===== config.mk =====
export PLATFORM = sky130hd
export DESIGN_NAME = mem_stream_reader_flat
export DESIGN_NICKNAME = d
export VERILOG_FILES = /design/src/rtl/mem_stream_reader_pkg.sv /design/src/rtl/mem_stream_reader_if.sv /design/src/rtl/mem_stream_reader_word_byte_ser.sv /design/src/rtl/mem_stream_reader.sv /design/src/flat_wrapper.sv
export SDC_FILE = /design/constraint.sdc
export NUM_CORES = 1
export LEC_CHECK = 0
export ABC_AREA = 1
export CAP_MARGIN = 10
export CORE_ASPECT_RATIO = 1.1
export CORE_MARGIN = 1
export CORE_UTILIZATION = 30
export DETAILED_ROUTE_END_ITERATION = 10
export DONT_BUFFER_PORTS = 1
export GPL_TIMING_DRIVEN = 0
export PLACE_DENSITY_LB_ADDON = 0.12
export SKIP_LAST_GASP = 1
export SYNTH_ARGS = -nofsm -noshare
export SYNTH_HDL_FRONTEND = slang
export SYNTH_SLANG_ARGS = --single-unit

===== constraint.sdc =====
create_clock -name clk -period 2.06 [get_ports clk]
set_input_delay 0.618 -clock clk [delete_from_list [all_inputs] [get_ports clk]]
set_output_delay 0.618 -clock clk [all_outputs]
set_load 0.01 [all_outputs]

===== src/rtl/mem_stream_reader_pkg.sv =====
// Shared definitions for the memory-to-UART streamer: FSM state encoding and byte width.
package mem_stream_reader_pkg;

  localparam int BYTE_W = 8;

  typedef enum logic [2:0] {
    ST_IDLE  = 3'd0,
    ST_FETCH = 3'd1,
    ST_SEND  = 3'd2,
    ST_NEXT  = 3'd3,
    ST_DONE  = 3'd4
  } state_t;

endpackage


===== src/rtl/mem_stream_reader_if.sv =====
// RAM read port plus byte stream towards the UART transmitter.
interface mem_stream_reader_if
  import mem_stream_reader_pkg::*;
#(
  parameter int AW = 18,
  parameter int DW = 8
) ();

  logic [AW-1:0]     mem_addr;
  logic [DW-1:0]     mem_rdata;
  logic [BYTE_W-1:0] tx_data;
  logic              tx_valid;
  logic              tx_ready;

  modport master (
    output mem_addr,
    input  mem_rdata,
    output tx_data,
    output tx_valid,
    input  tx_ready
  );

  modport slave (
    input  mem_addr,
    output mem_rdata,
    input  tx_data,
    input  tx_valid,
    output tx_ready
  );

endinterface


===== src/rtl/mem_stream_reader_word_byte_ser.sv =====
// Loads one RAM word and presents it as a valid/ready byte stream, least significant byte first.
module word_byte_ser
  import mem_stream_reader_pkg::*;
#(
  parameter int DW = 8
) (
  input  logic              clk,
  input  logic              rst_n,
  input  logic              load,
  input  logic              clr,
  input  logic [DW-1:0]     word,
  input  logic              ready,
  output logic [BYTE_W-1:0] byte_out,
  output logic              valid,
  output logic              last
);

  localparam int NBYTES = DW / BYTE_W;

  logic [DW-1:0] shreg;
  logic [3:0]    cnt;
  logic          accept;

  assign accept   = valid && ready;
  assign byte_out = shreg[BYTE_W-1:0];
  assign last     = (cnt == 4'(NBYTES - 1));

  // clr outranks a same-cycle accept, so an aborted byte never counts as sent
  always_ff @(posedge clk or negedge rst_n) begin
    if (!rst_n) begin
      shreg <= '0;
      cnt   <= '0;
      valid <= 1'b0;
    end else if (clr) begin
      cnt   <= '0;
      valid <= 1'b0;
    end else if (load) begin
      shreg <= word;
      cnt   <= '0;
      valid <= 1'b1;
    end else if (accept) begin
      if (last) begin
        valid <= 1'b0;
      end else begin
        shreg <= shreg >> BYTE_W;
        cnt   <= cnt + 4'd1;
      end
    end
  end

endmodule


===== src/rtl/mem_stream_reader.sv =====
// Streams RAM words [start_addr..end_addr] to the UART Tx as bytes, LSB byte first.
module mem_stream_reader
  import mem_stream_reader_pkg::*;
#(
  parameter int AW     = 18,
  parameter int DW     = 8,
  parameter int RD_LAT = 1
) (
  input  logic          clk,
  input  logic          rst_n,
  input  logic          start,
  input  logic          abort,
  input  logic [AW-1:0] start_addr,
  input  logic [AW-1:0] end_addr,
  output logic          busy,
  output logic          fin,
  output logic          err,
  output logic          aborted,
  mem_stream_reader_if.master bus
);

  state_t            state;
  logic [AW-1:0]     addr_q;
  logic [AW-1:0]     end_l;
  logic [2:0]        lat_cnt;
  logic              cap;
  logic              ser_load;
  logic              ser_clr;
  logic              ser_valid;
  logic              ser_last;
  logic [BYTE_W-1:0] ser_byte;

  assign cap      = (state == ST_FETCH) && (lat_cnt == 3'(RD_LAT));
  assign ser_clr  = abort && (state != ST_IDLE);
  assign ser_load = cap && !abort;

  assign bus.mem_addr = addr_q;
  assign bus.tx_data  = ser_byte;
  assign bus.tx_valid = ser_valid;

  word_byte_ser #(.DW(DW)) u_ser (
    .clk      (clk),
    .rst_n    (rst_n),
    .load     (ser_load),
    .clr      (ser_clr),
    .word     (bus.mem_rdata),
    .ready    (bus.tx_ready),
    .byte_out (ser_byte),
    .valid    (ser_valid),
    .last     (ser_last)
  );

  always_ff @(posedge clk or negedge rst_n) begin
    if (!rst_n) begin
      state   <= ST_IDLE;
      addr_q  <= '0;
      end_l   <= '0;
      lat_cnt <= '0;
      busy    <= 1'b0;
      fin     <= 1'b0;
      err     <= 1'b0;
      aborted <= 1'b0;
    end else begin
      fin     <= 1'b0;
      err     <= 1'b0;
      aborted <= 1'b0;
      if (state != ST_IDLE && abort) begin
        state   <= ST_IDLE;
        busy    <= 1'b0;
        aborted <= 1'b1;
      end else begin
        case (state)
          ST_IDLE: begin
            if (start && !abort) begin
              if (end_addr < start_addr) begin
                err <= 1'b1;
              end else begin
                end_l   <= end_addr;
                addr_q  <= start_addr;
                lat_cnt <= '0;
                busy    <= 1'b1;
                state   <= ST_FETCH;
              end
            end
          end
          // RAM data is valid RD_LAT cycles after the address; capture one cycle later
          ST_FETCH: begin
            if (cap) state <= ST_SEND;
            else     lat_cnt <= lat_cnt + 3'd1;
          end
          ST_SEND: begin
            if (ser_valid && bus.tx_ready && ser_last) state <= ST_NEXT;
          end
          // Compare before incrementing so the top of the address space never wraps
          ST_NEXT: begin
            if (addr_q == end_l) begin
              state <= ST_DONE;
            end else begin
              addr_q  <= addr_q + AW'(1);
              lat_cnt <= '0;
              state   <= ST_FETCH;
            end
          end
          ST_DONE: begin
            fin   <= 1'b1;
            busy  <= 1'b0;
            state <= ST_IDLE;
          end
          default: state <= ST_IDLE;
        endcase
      end
    end
  end

endmodule


===== src/flat_wrapper.sv =====
// flat-port wrapper written by rule: the top's interface ports become plain ports
module mem_stream_reader_flat import mem_stream_reader_pkg::*;
#(
  parameter int AW     = 18,
  parameter int DW     = 8,
  parameter int RD_LAT = 1
)
  (clk, rst_n, start, abort, start_addr, end_addr, busy, fin, err, aborted, bus_mem_addr, bus_mem_rdata, bus_tx_data, bus_tx_valid, bus_tx_ready);
  mem_stream_reader_if #(.AW(AW), .DW(DW)) bus_i ();
  input  logic clk;
  input  logic rst_n;
  input  logic start;
  input  logic abort;
  input  logic [AW-1:0] start_addr;
  input  logic [AW-1:0] end_addr;
  output logic busy;
  output logic fin;
  output logic err;
  output logic aborted;
  output wire logic [$bits(bus_i.mem_addr)-1:0] bus_mem_addr;
  input wire logic [$bits(bus_i.mem_rdata)-1:0] bus_mem_rdata;
  output wire logic [$bits(bus_i.tx_data)-1:0] bus_tx_data;
  output wire logic [$bits(bus_i.tx_valid)-1:0] bus_tx_valid;
  input wire logic [$bits(bus_i.tx_ready)-1:0] bus_tx_ready;
  assign bus_mem_addr = bus_i.mem_addr;
  assign bus_i.mem_rdata = bus_mem_rdata;
  assign bus_tx_data = bus_i.tx_data;
  assign bus_tx_valid = bus_i.tx_valid;
  assign bus_i.tx_ready = bus_tx_ready;
  mem_stream_reader #(.AW(AW), .DW(DW), .RD_LAT(RD_LAT)) u_core (.clk(clk), .rst_n(rst_n), .start(start), .abort(abort), .start_addr(start_addr), .end_addr(end_addr), .busy(busy), .fin(fin), .err(err), .aborted(aborted), .bus(bus_i));
endmodule

* Word level (Yosys, flattened, before mapping) *
Cells that the tools add are included.

cells by class
  $add $sub $neg = 3
  magnitude comparators = 1
  equality and inequality tests = 16
  muxes and demuxes = 38
  bitwise operators = 2
  reductions and logical operators = 24

operators by type and width
  cell                   number
  $mux 18                3
  $pmux 18 s2            1
  $mux 3                 10
  $mux 8                 3
  $add 18x1->18 const B  1
  $eq 18x18->1           1
  $lt 18x18->1           1
  $mux 4                 4
  $reduce_bool 3->1      5
  $mux 1                 14
  $ne 3x1->1 const B     4
  $pmux 3 s4             1
  $pmux 3 s3             1
  $reduce_and 4->1       2
  $eq 3x1->1 const B     2
  $eq 3x2->1 const B     2
  $logic_and 1x1->1      6
  $ne 2x2->1 const B     3
  $reduce_and 3->1       2
  $reduce_and 6->1       1
  $reduce_and 5->1       1
  $add 4x1->4 const B    1
  $logic_not 4->1        1
  $ne 2x1->1 const B     2
  9 further kinds        12

word-level totals
  bits in registers = 59
  input port bits = 49
  output and inout bits = 31
  logic and storage cells = 95

* Longest topological paths before layout *
  word-level depth = 5
  depth in mapped cells = 16
  depth with buffers taken out = 15

* Cells and area by module *
A second synthesis with hierarchy kept.

second synthesis, totals
  cells, all modules = 561
  area, all modules = 3956.3 µm²

modules (own cells, without submodules)
  module             instances  cells each  area each (µm²)  sequential area each (µm²)
  mem_stream_reader  1          487         3325.7           1151.1
  word_byte_ser      1          74          630.6            325.3

* Worst setup path after synthesis *
Ideal clock, no wire load.

  kind = input to register
  start point = input start_addr[17]
  end point = register u_core.addr_q[3], in the netlist u_core.bus.mem_addr[3]
  library setup time = 117 ps
  arrival = 1983 ps
  data required time = 1943 ps
  path slack = -41 ps
  cell stages on the path = 13
  path buffers = 2
  cell sequence = inv_1 ha_1 nand2_1 nor2_1 a21boi_1 nor2_1 nand3_2 nand2_1 nand2_2 buf_6 buf_6 nand3_1 nand2_1

between the ends
  cells in the longest elaborated chain, start to end = 3

RTL lines
  what                        RTL line                 text
  from (decl)                 flat_wrapper.sv:14       input logic [AW-1:0] start_addr;
  $lt 18x18->1                mem_stream_reader.sv:75  if (end_addr < start_addr) begin
  $ne 2x2->1 (no line)        --
  $reduce_and 5->1 (no line)  --
  to (signal assigned)        mem_stream_reader.sv:79  addr_q <= start_addr;
  to (signal assigned)        mem_stream_reader.sv:99  addr_q <= addr_q + AW'(1);
  to (decl)                   mem_stream_reader.sv:23  logic [AW-1:0] addr_q;

Every way passes these cells.
A chain may end at the register's enable or synchronous reset.

* Worst setup path after layout *
  start point = input start_addr[8]
  end point = register u_core.addr_q[9], in the netlist u_core.bus.mem_addr[9]

Same word-level chain as after synthesis.

==> metrics <==
Syn Inst Count 556; skew final 0.0104 ns; failing checks DRC; VDD IR max between 0.6 and 0.7 mV; clk slew on worst S/H paths 0.05 ns; core area 12800 um2; standard-cell row count 43; DR vias/cell roughly 5; Crit path arrival time 2.15 ns; setup_tns 0 ns; clk sinks ~60; Mapped Avg Cell Area roughly 7 um2; CTS tree done; Final Setup Violations 0; crit end category register; FFs w/ async S/R, synth 1.00; Yosys reg bits 59; hold slack 0.157 ns; mapped cell area 3960 um2; Primary FF master, synth dfrtp_1; Final #Nets 647; routed vias 3614; Remaining Overflow, GRT 0; worst hold path type input port to asynchronous set/reset pin; antenna diode count 0; startpoint types input port; worst reg2reg startpoint u_core.bus.mem_addr[5]$_DFFE_PN0P_; max_slew headroom 0.656; worst slew pin tran 0.516 ns; max-cap violations 0; post-route cell area slightly below 5000 um2; CTS Buffer Depth 2; Die H 123 um; Die Wd approximately 110 um; 1st-pass router iterations 9; # DRC 7; H-tree depth 3; sequential area share after synthesis 0.373; Pwr Density 1370 nW/um2; Post-synth EDFFs 0; synth unique cells 39; Max Slew Vio Count 0; Critical Path Start start_addr[8]; Routability Congestion 0.776; Num CTS Buffers 9; final hold violations 0; most common cell after layout, fill and taps aside nand2_1; port bufs 0; P&R area growth vs syn 21.5%; # IOs 80; area of the die about 14000 um2; fill count 1295; status finished, violations left; Iter 0 DRT Violations 198; Antenna Violating Nets Remaining 0; DP HPWL 8.32 mm; vias in the first global route 3482; Starting Density 0.311; largest net degree at the start of global routing 60; fraction of layout cells with a size suffix above 1 0.182; Yosys Warn Count 0; global-route wire length before repair 17.9 mm; Routed WL per cell 15.4 um; leak pwr 2.40 nW; clock root buffer clkbuf_16; worst-path fanout max 10; Final Power roughly 6.6 mW; Total Routing Usage GR 0.176; clock latency on the worst-skew pair 0.34 ns; placed cell areas 4320 um2; fmax 521 MHz; initial antenna violation count 0; period utilisation layout 0.932; worst path required time 2.29 ns; RSZ-0062 raised after global routing false; final wirelength 11.4 mm; Synth Net Count 627; most frequent cells in the layout 155 x nand2_1, 75 x inv_1, 52 x dfrtp_1, 46 x nor2_1, 37 x o21ai_0; Setup Crit Path Kind input port to register; Tmin final 1.92 ns
==> registers in the layout (all words and copies together), names as in the netlist <==
signal / flops
u_core.u_ser.byte_out: 8
u_core.fin: 1
u_core.busy: 1
u_core.lat_cnt: 3
u_core.aborted: 1
u_core.bus.mem_addr: 18
u_core.u_ser.cnt: 4
u_core.err: 1
u_core.end_l: 18
u_core.u_ser.valid: 1
u_core.state: 3
==> cell usage after synthesis (5+ instances only) <==
cell,instances,area (um2)
nand2_1,158,593
inv_1,84,315
dfrtp_1,59,1480
nor2_1,50,188
nand3_1,45,225
o21ai_0,37,185
a21oi_1,24,120
ha_1,22,275
nor2_2,7,43.8
nand4_1,6,37.5
inv_2,5,18.8
nand3_2,5,50.1
xnor2_1,5,43.8
xor2_1,5,43.8
==> path summary, 6_finish.rpt <==
| check | to | depth (start not counted) | slack, ns |
|---|---|---|---|
| max | u_core.bus.mem_addr[9]$_DFFE_PN0P_ | 14 | 0.14 |
| min | u_core.end_l[9]$_DFFE_PN0P_ | 1 | 0.16 |
| max reg2reg | u_core.bus.mem_addr[15]$_DFFE_PN0P_ | 11 | 0.16 |
| min reg2reg | u_core.end_l[2]$_DFFE_PN0P_ | 2 | 0.51 |
| max in group asynchronous | u_core.bus.mem_addr[1]$_DFFE_PN0P_ | 1 | 1.63 |
| min in group clk | u_core.fin$_DFF_PN0_ | 1 | 0.35 |
==> report_power, final <==
group / internal (mW) / leakage (nW) / switching [mW] / total (mW)
logic: 1.02 / 1.52 / 1.65 / 2.68
clock network: 1.03 / 0.155 / 0.552 / 1.58
registers: 1.67 / 0.718 / 0.646 / 2.31
==> cell families after synthesis <==
| family | synth area share |
|---|---|
| xor gates and xnor gates | 0.0221 |
| AOI/OAI and AO/OA | 0.107 |
| buffers and inverters | 0.106 |
| adders and majority gates | 0.0695 |
| DFF | 0.373 |
| and+or+nand+nor | 0.323 |
==> worst max-delay path, cell delays in order <==
cell and delay [ns]:
inv_1 0.04, ha_1 0.28, nand2_1 0.10, nor2_1 0.05
nor2_1 0.12, nand2_1 0.12, nand2_2 0.12, nand3_4 0.10
nand2_2 0.11, nand2_4 0.08, buf_12 0.16, buf_12 0.15
nand3_2 0.05, nand2_1 0.06
==> routing by layer <==
| layer | global-route usage | share of wire | vias to the layer above |
|---|---|---|---|
| met5 | 0 | 0 | - |
| met4 | 0.0836 | 0.017 | 0 |
| met3 | 0.0454 | 0.059 | 13 |
| met2 | 0.302 | 0.49 | 84 |
| met1 | 0.205 | 0.44 | 1707 |
| li1 | - | - | 1810 |
==> per-stage QoR <==
| step | std cells | util | worst slack, ns |
|---|---|---|---|
| 5_1_grt | 738 | 0.377 | 0.00409 |
| 3_3_place_gp | 713 | 0.339 | -0.564 |
| 2_1_floorplan | 556 | - | 0.00437 |
| 4_1_cts | 730 | 0.367 | 0.0158 |
| 3_5_place_dp | 713 | 0.339 | -0.619 |
| 6_report | 738 | 0.377 | 0.140 |
==> what timing repair did <==
| action | in CTS | in global routing |
|---|---|---|
| pin swaps | 0 | 4 |
| endpoints found under the hold margin | 59 | 0 |
| resized for setup | 7 | 26 |
| buffers inserted | 0 | 8 |
| hold buffers | 1 | 0 |
| cloned | 0 | 0 |
| setup endpoints to repair | 19 | 38 |
==> layout make-up <==
type / count / area [um2] / area share
buffer: 13 / 115 / 0.0239
tap: 157 / 196 / 0.0408
inverter: 89 / 334 / 0.0694
clock buffer: 12 / 267 / 0.0554
timing repair buffer: 9 / 87.6 / 0.0182
sequential: 59 / 1490 / 0.309
multi-input combinational: 395 / 2280 / 0.474
clock inverter: 4 / 47.5 / 0.00988
Note: power is estimated with default switching activity, not from simulation.
==> RTL edit 1 (same settings) <==
Register the output `err` once more; this adds one clock of latency there. The other outputs are not delayed to match.
--- a/src/rtl/mem_stream_reader.sv
+++ b/src/rtl/mem_stream_reader.sv
@@ -18,6 +18,8 @@
   output logic          aborted,
   mem_stream_reader_if.master bus
 );
+
+  logic err_s0;
 
   state_t            state;
   logic [AW-1:0]     addr_q;
@@ -58,11 +60,11 @@
       lat_cnt <= '0;
       busy    <= 1'b0;
       fin     <= 1'b0;
-      err     <= 1'b0;
+      err_s0  <= 1'b0;
       aborted <= 1'b0;
     end else begin
       fin     <= 1'b0;
-      err     <= 1'b0;
+      err_s0  <= 1'b0;
       aborted <= 1'b0;
       if (state != ST_IDLE && abort) begin
         state   <= ST_IDLE;
@@ -73,7 +75,7 @@
           ST_IDLE: begin
             if (start && !abort) begin
               if (end_addr < start_addr) begin
-                err <= 1'b1;
+                err_s0 <= 1'b1;
               end else begin
                 end_l   <= end_addr;
                 addr_q  <= start_addr;
@@ -112,5 +114,9 @@
     end
   end
 
+  always_ff @(posedge clk) begin
+    err <= err_s0;
+  end
+
 endmodule
 
Formal check against the unedited RTL: not equivalent (Yosys sat finds a counterexample within 4 cycles, from zero or initial values and one cycle with rst_n low).
==> RTL edit 1 against the original RTL <==
The run still ends with design-rule violations left. Sequential cell count up 1. Area after synthesis shrank 0.66%. Setup slack worse by 0.071 ns. Routed wire length grew 5.3%. Critical path depth unchanged. Clock skew rose by 0.0032 ns. Global-route usage rose by 0.71 points. Register-to-register slack worse by 0.03 ns. Combinational power shrank 13%. Final area up 1.5%. Sequential power grew 3%. Power shrank 1.5%. Critical path type unchanged. Largest power group is now sequential cells.
==> RTL edit 1: results <==
[sta]
finClkSkew_ns = 0.0136
worst_pin_slew_ns = 0.659
whs_ns = 0.144
max_clock_freq_mhz = 502

[finish]
layout.area.seq_um2 = 1510
n_clock_buffer = 11
instances_no_fill = 746
drive_gt1_frac = 0.149
inverters = 100
multi_input_gates = 393
fillers = 1345
clk_share = 0.0702
final_area_um2 = 4880
multi_input_area_um2 = 2190
n_all_buffers = 20
buffer_area_frac = 0.0523

[critical_path]
cp.arrival_ns = 2.25
crit_end = "u_core.end_l[13]$_DFFE_PN0P_"
r2r_slack_ns = 0.13
cp_max_fo = 7
crit_slowest_cell = "ha_4"
slowest_delay_ns = 0.31
r2r-end = "u_core.bus.mem_addr[12]$_DFFE_PN0P_"

[placement]
place_ws_ns = -0.765
dpl_cell_area_um2 = 4130
placed_cells = 720
gp_congestion = 0.828
hpwl_mm = 8.76

[routing]
finalWirelength_mm = 12.0
wl_met2_mm = 5.94
vias = 3619
met1_length_mm = 5.25
firstDrtPassIters = 8
drc = 8
drt-initial-drc-count = 196
wl_met3_um = 556

[logic_synthesis]
synth_commonest_cells = "179 x nand2_1, 96 x inv_1, 59 x dfrtp_1"
yosysUniqueCellTypes = 37
ys_ff_latch = 60
syn-num-nets = 634
yosys.area_share.adder = 0.0700
synthTopCellsByArea = "dfrtp_1 38%, nand2_1 17%, inv_1 9.2%, ha_1 7.0%, nand3_1 5.3%"
ys_seq_area_frac = 0.380
synthCells = 563
synth_xor_area_frac = 0.0156

[global_route]
grtUsageMet2 = 0.317
gr-usage-all-layers = 0.183
gr-usage-met3 = 0.0383
grt_pass1_vias = 3527
gr-usage-met1 = 0.221
grt_pass1_wl_mm = 18.7

[clock_tree]
cts_resized = 15

[status]
outcome = "finished, violations left"
violations = "design-rule violations"

[pwr]
p_leak_nw = 2.42
powerSeq_w = 0.00237
vdd_drop_max_uv = 455
swShare = 0.419
clock_power_share = 0.273

[floorplan]
die_area_um2 = 13600
[RTL edit 1: changes by cell type after synthesis, sizes merged, moves of 2 or more]
| cell | before | now |
|---|---|---|
| a21oi | 25 | 11 |
| o21ai | 39 | 42 |
| nand4 | 7 | 10 |
| nor2 | 60 | 45 |
| o22ai | 3 | 9 |
| nand3 | 50 | 44 |
| clkbuf | 4 | 1 |
| o21a | 0 | 2 |
| xnor2 | 5 | 1 |
| inv | 89 | 100 |
| nand2 | 161 | 181 |
| o211ai | 0 | 2 |
[RTL edit 1: cells by family after synthesis]
family	count (synthesis)
and+or+nand+nor	290
AOI/OAI and AO/OA	74
DFF	60
buffers and inverters	110
xor gates and xnor gates	7
adders and majority gates	22
[RTL edit 1: critical path, delay by kind of cell]
family | cells | cell delay, ns
buffers and inverters | 4 | 0.41
AOI/OAI and AO/OA | 1 | 0.07
and+or+nand+nor | 8 | 0.84
adders and majority gates | 1 | 0.31
==> RTL edit 2 (config.mk and constraints unchanged) <==
Made on the original files. `DW` is set to 8 in 4 places; all go to 10.
--- a/src/rtl/mem_stream_reader_if.sv
+++ b/src/rtl/mem_stream_reader_if.sv
@@ -3,7 +3,7 @@
   import mem_stream_reader_pkg::*;
 #(
   parameter int AW = 18,
-  parameter int DW = 8
+  parameter int DW = 10
 ) ();
 
   logic [AW-1:0]     mem_addr;
--- a/src/rtl/mem_stream_reader_word_byte_ser.sv
+++ b/src/rtl/mem_stream_reader_word_byte_ser.sv
@@ -2,7 +2,7 @@
 module word_byte_ser
   import mem_stream_reader_pkg::*;
 #(
-  parameter int DW = 8
+  parameter int DW = 10
 ) (
   input  logic              clk,
   input  logic              rst_n,
--- a/src/rtl/mem_stream_reader.sv
+++ b/src/rtl/mem_stream_reader.sv
@@ -3,7 +3,7 @@
   import mem_stream_reader_pkg::*;
 #(
   parameter int AW     = 18,
-  parameter int DW     = 8,
+  parameter int DW     = 10,
   parameter int RD_LAT = 1
 ) (
   input  logic          clk,
--- a/src/flat_wrapper.sv
+++ b/src/flat_wrapper.sv
@@ -2,7 +2,7 @@
 module mem_stream_reader_flat import mem_stream_reader_pkg::*;
 #(
   parameter int AW     = 18,
-  parameter int DW     = 8,
+  parameter int DW     = 10,
   parameter int RD_LAT = 1
 )
   (clk, rst_n, start, abort, start_addr, end_addr, busy, fin, err, aborted, bus_mem_addr, bus_mem_rdata, bus_tx_data, bus_tx_valid, bus_tx_ready);
Interface: changed (resized bus_mem_rdata); port bits go from 80 to 82. The function was not compared with the original's and may differ.
==> RTL edit 2 against the original RTL <==
Final area rose by 2.9%. Global-route usage rose by 0.36 points. Power rose by 4.9%. Area after synthesis rose by 4.2%. Sequential cell count rose by 2. Setup slack got worse by 0.056 ns. Routed wire length rose by 4.9%.
==> RTL edit 2: results <==
[finish]
fin_util = 0.372
fillers = 1461
clk_share = 0.0637
layout.area.seq_um2 = 1540
buffer_area_frac = 0.0644
multi_input_gates = 393
instances_no_fill = 773
n_clock_buffer = 11
multi_input_area_share = 0.449

[routing]
finalWirelength_mm = 11.9
wl_met3_um = 642
wl_met2_mm = 5.51
met1_length_mm = 5.51
viasPerCell = 4.64

[placement]
dpl_cell_area_um2 = 4360
placed_cells = 745
gp_congestion = 0.774
place_ws_ns = -0.575
hpwl_mm = 8.60

[logic_synthesis]
syn-num-nets = 634
synthTopCellsByArea = "dfrtp_1 37%, nand2_1 14%, ha_1 6.7%, inv_1 5.7%, nor2_1 4.9%"
synth_commonest_cells = "149 x nand2_1, 63 x inv_1, 61 x dfrtp_1"
ys_seq_area_frac = 0.370

[sta]
max_clock_freq_mhz = 506
slew_headroom = 0.640
finClkSkew_ns = 0.00713
whs_ns = 0.155

[global_route]
grt_max_degree = 62
grt_pass1_wl_mm = 19.2
grt_pass1_vias = 3588
gr-usage-met3 = 0.0465

[status]
outcome = "completed"
RTL edit 2: cell types whose count changed in the layout (fill, tap and decap cells not counted), sizes merged, moves of 4 or more:
cell / delta
buf: +9
a21oi: +5
o21bai: +18
xnor2: -4
o21ai: -8
nor2: +6
nand3: -31
a22o: +7
RTL edit 2: path summary, 6_finish.rpt:
path / startpoint / end / cells past startpoint
worst max-delay path: start_addr[16] / u_core.bus.mem_addr[12]$_DFFE_PN0P_ / 12
worst min-delay path: rst_n / u_core.u_ser.cnt[2]$_DFFE_PN0P_ / 1
worst max register to register: u_core.bus.mem_addr[0]$_DFFE_PN0P_ / u_core.bus.mem_addr[12]$_DFFE_PN0P_ / 9
worst min register to register: u_core.u_ser.cnt[3]$_DFFE_PN0P_ / u_core.u_ser.cnt[3]$_DFFE_PN0P_ / 1
max in group asynchronous: rst_n / u_core.bus.mem_addr[3]$_DFFE_PN0P_ / 1
min in group clk: abort / u_core.fin$_DFF_PN0_ / 1
RTL edit 2: cells by family after synthesis:
| kind of cell | share of synthesized area |
|---|---|
| flops | 0.370 |
| xor+xnor | 0.0191 |
| simple gates | 0.294 |
| buf+inv | 0.112 |
| compound gates | 0.138 |
| fa+ha+maj | 0.0667 |
RTL edit 2: power by group:
part           leakage [nW]  internal (W)  switching, W
combinational          1.62       0.00119       0.00172
clock                 0.152       0.00108      0.000576
sequential            0.738       0.00172      0.000609
RTL edit 2: worst max-delay path: stages:
cell and delay [ns]:
inv_1 0.05, ha_1 0.28, nand2_1 0.09, nor2_4 0.15, a21boi_4 0.21, nor2_2 0.06
nand4_1 0.17, nand2_4 0.16, nor2_8 0.18, buf_12 0.16, nand2_2 0.04, nand2_1 0.07
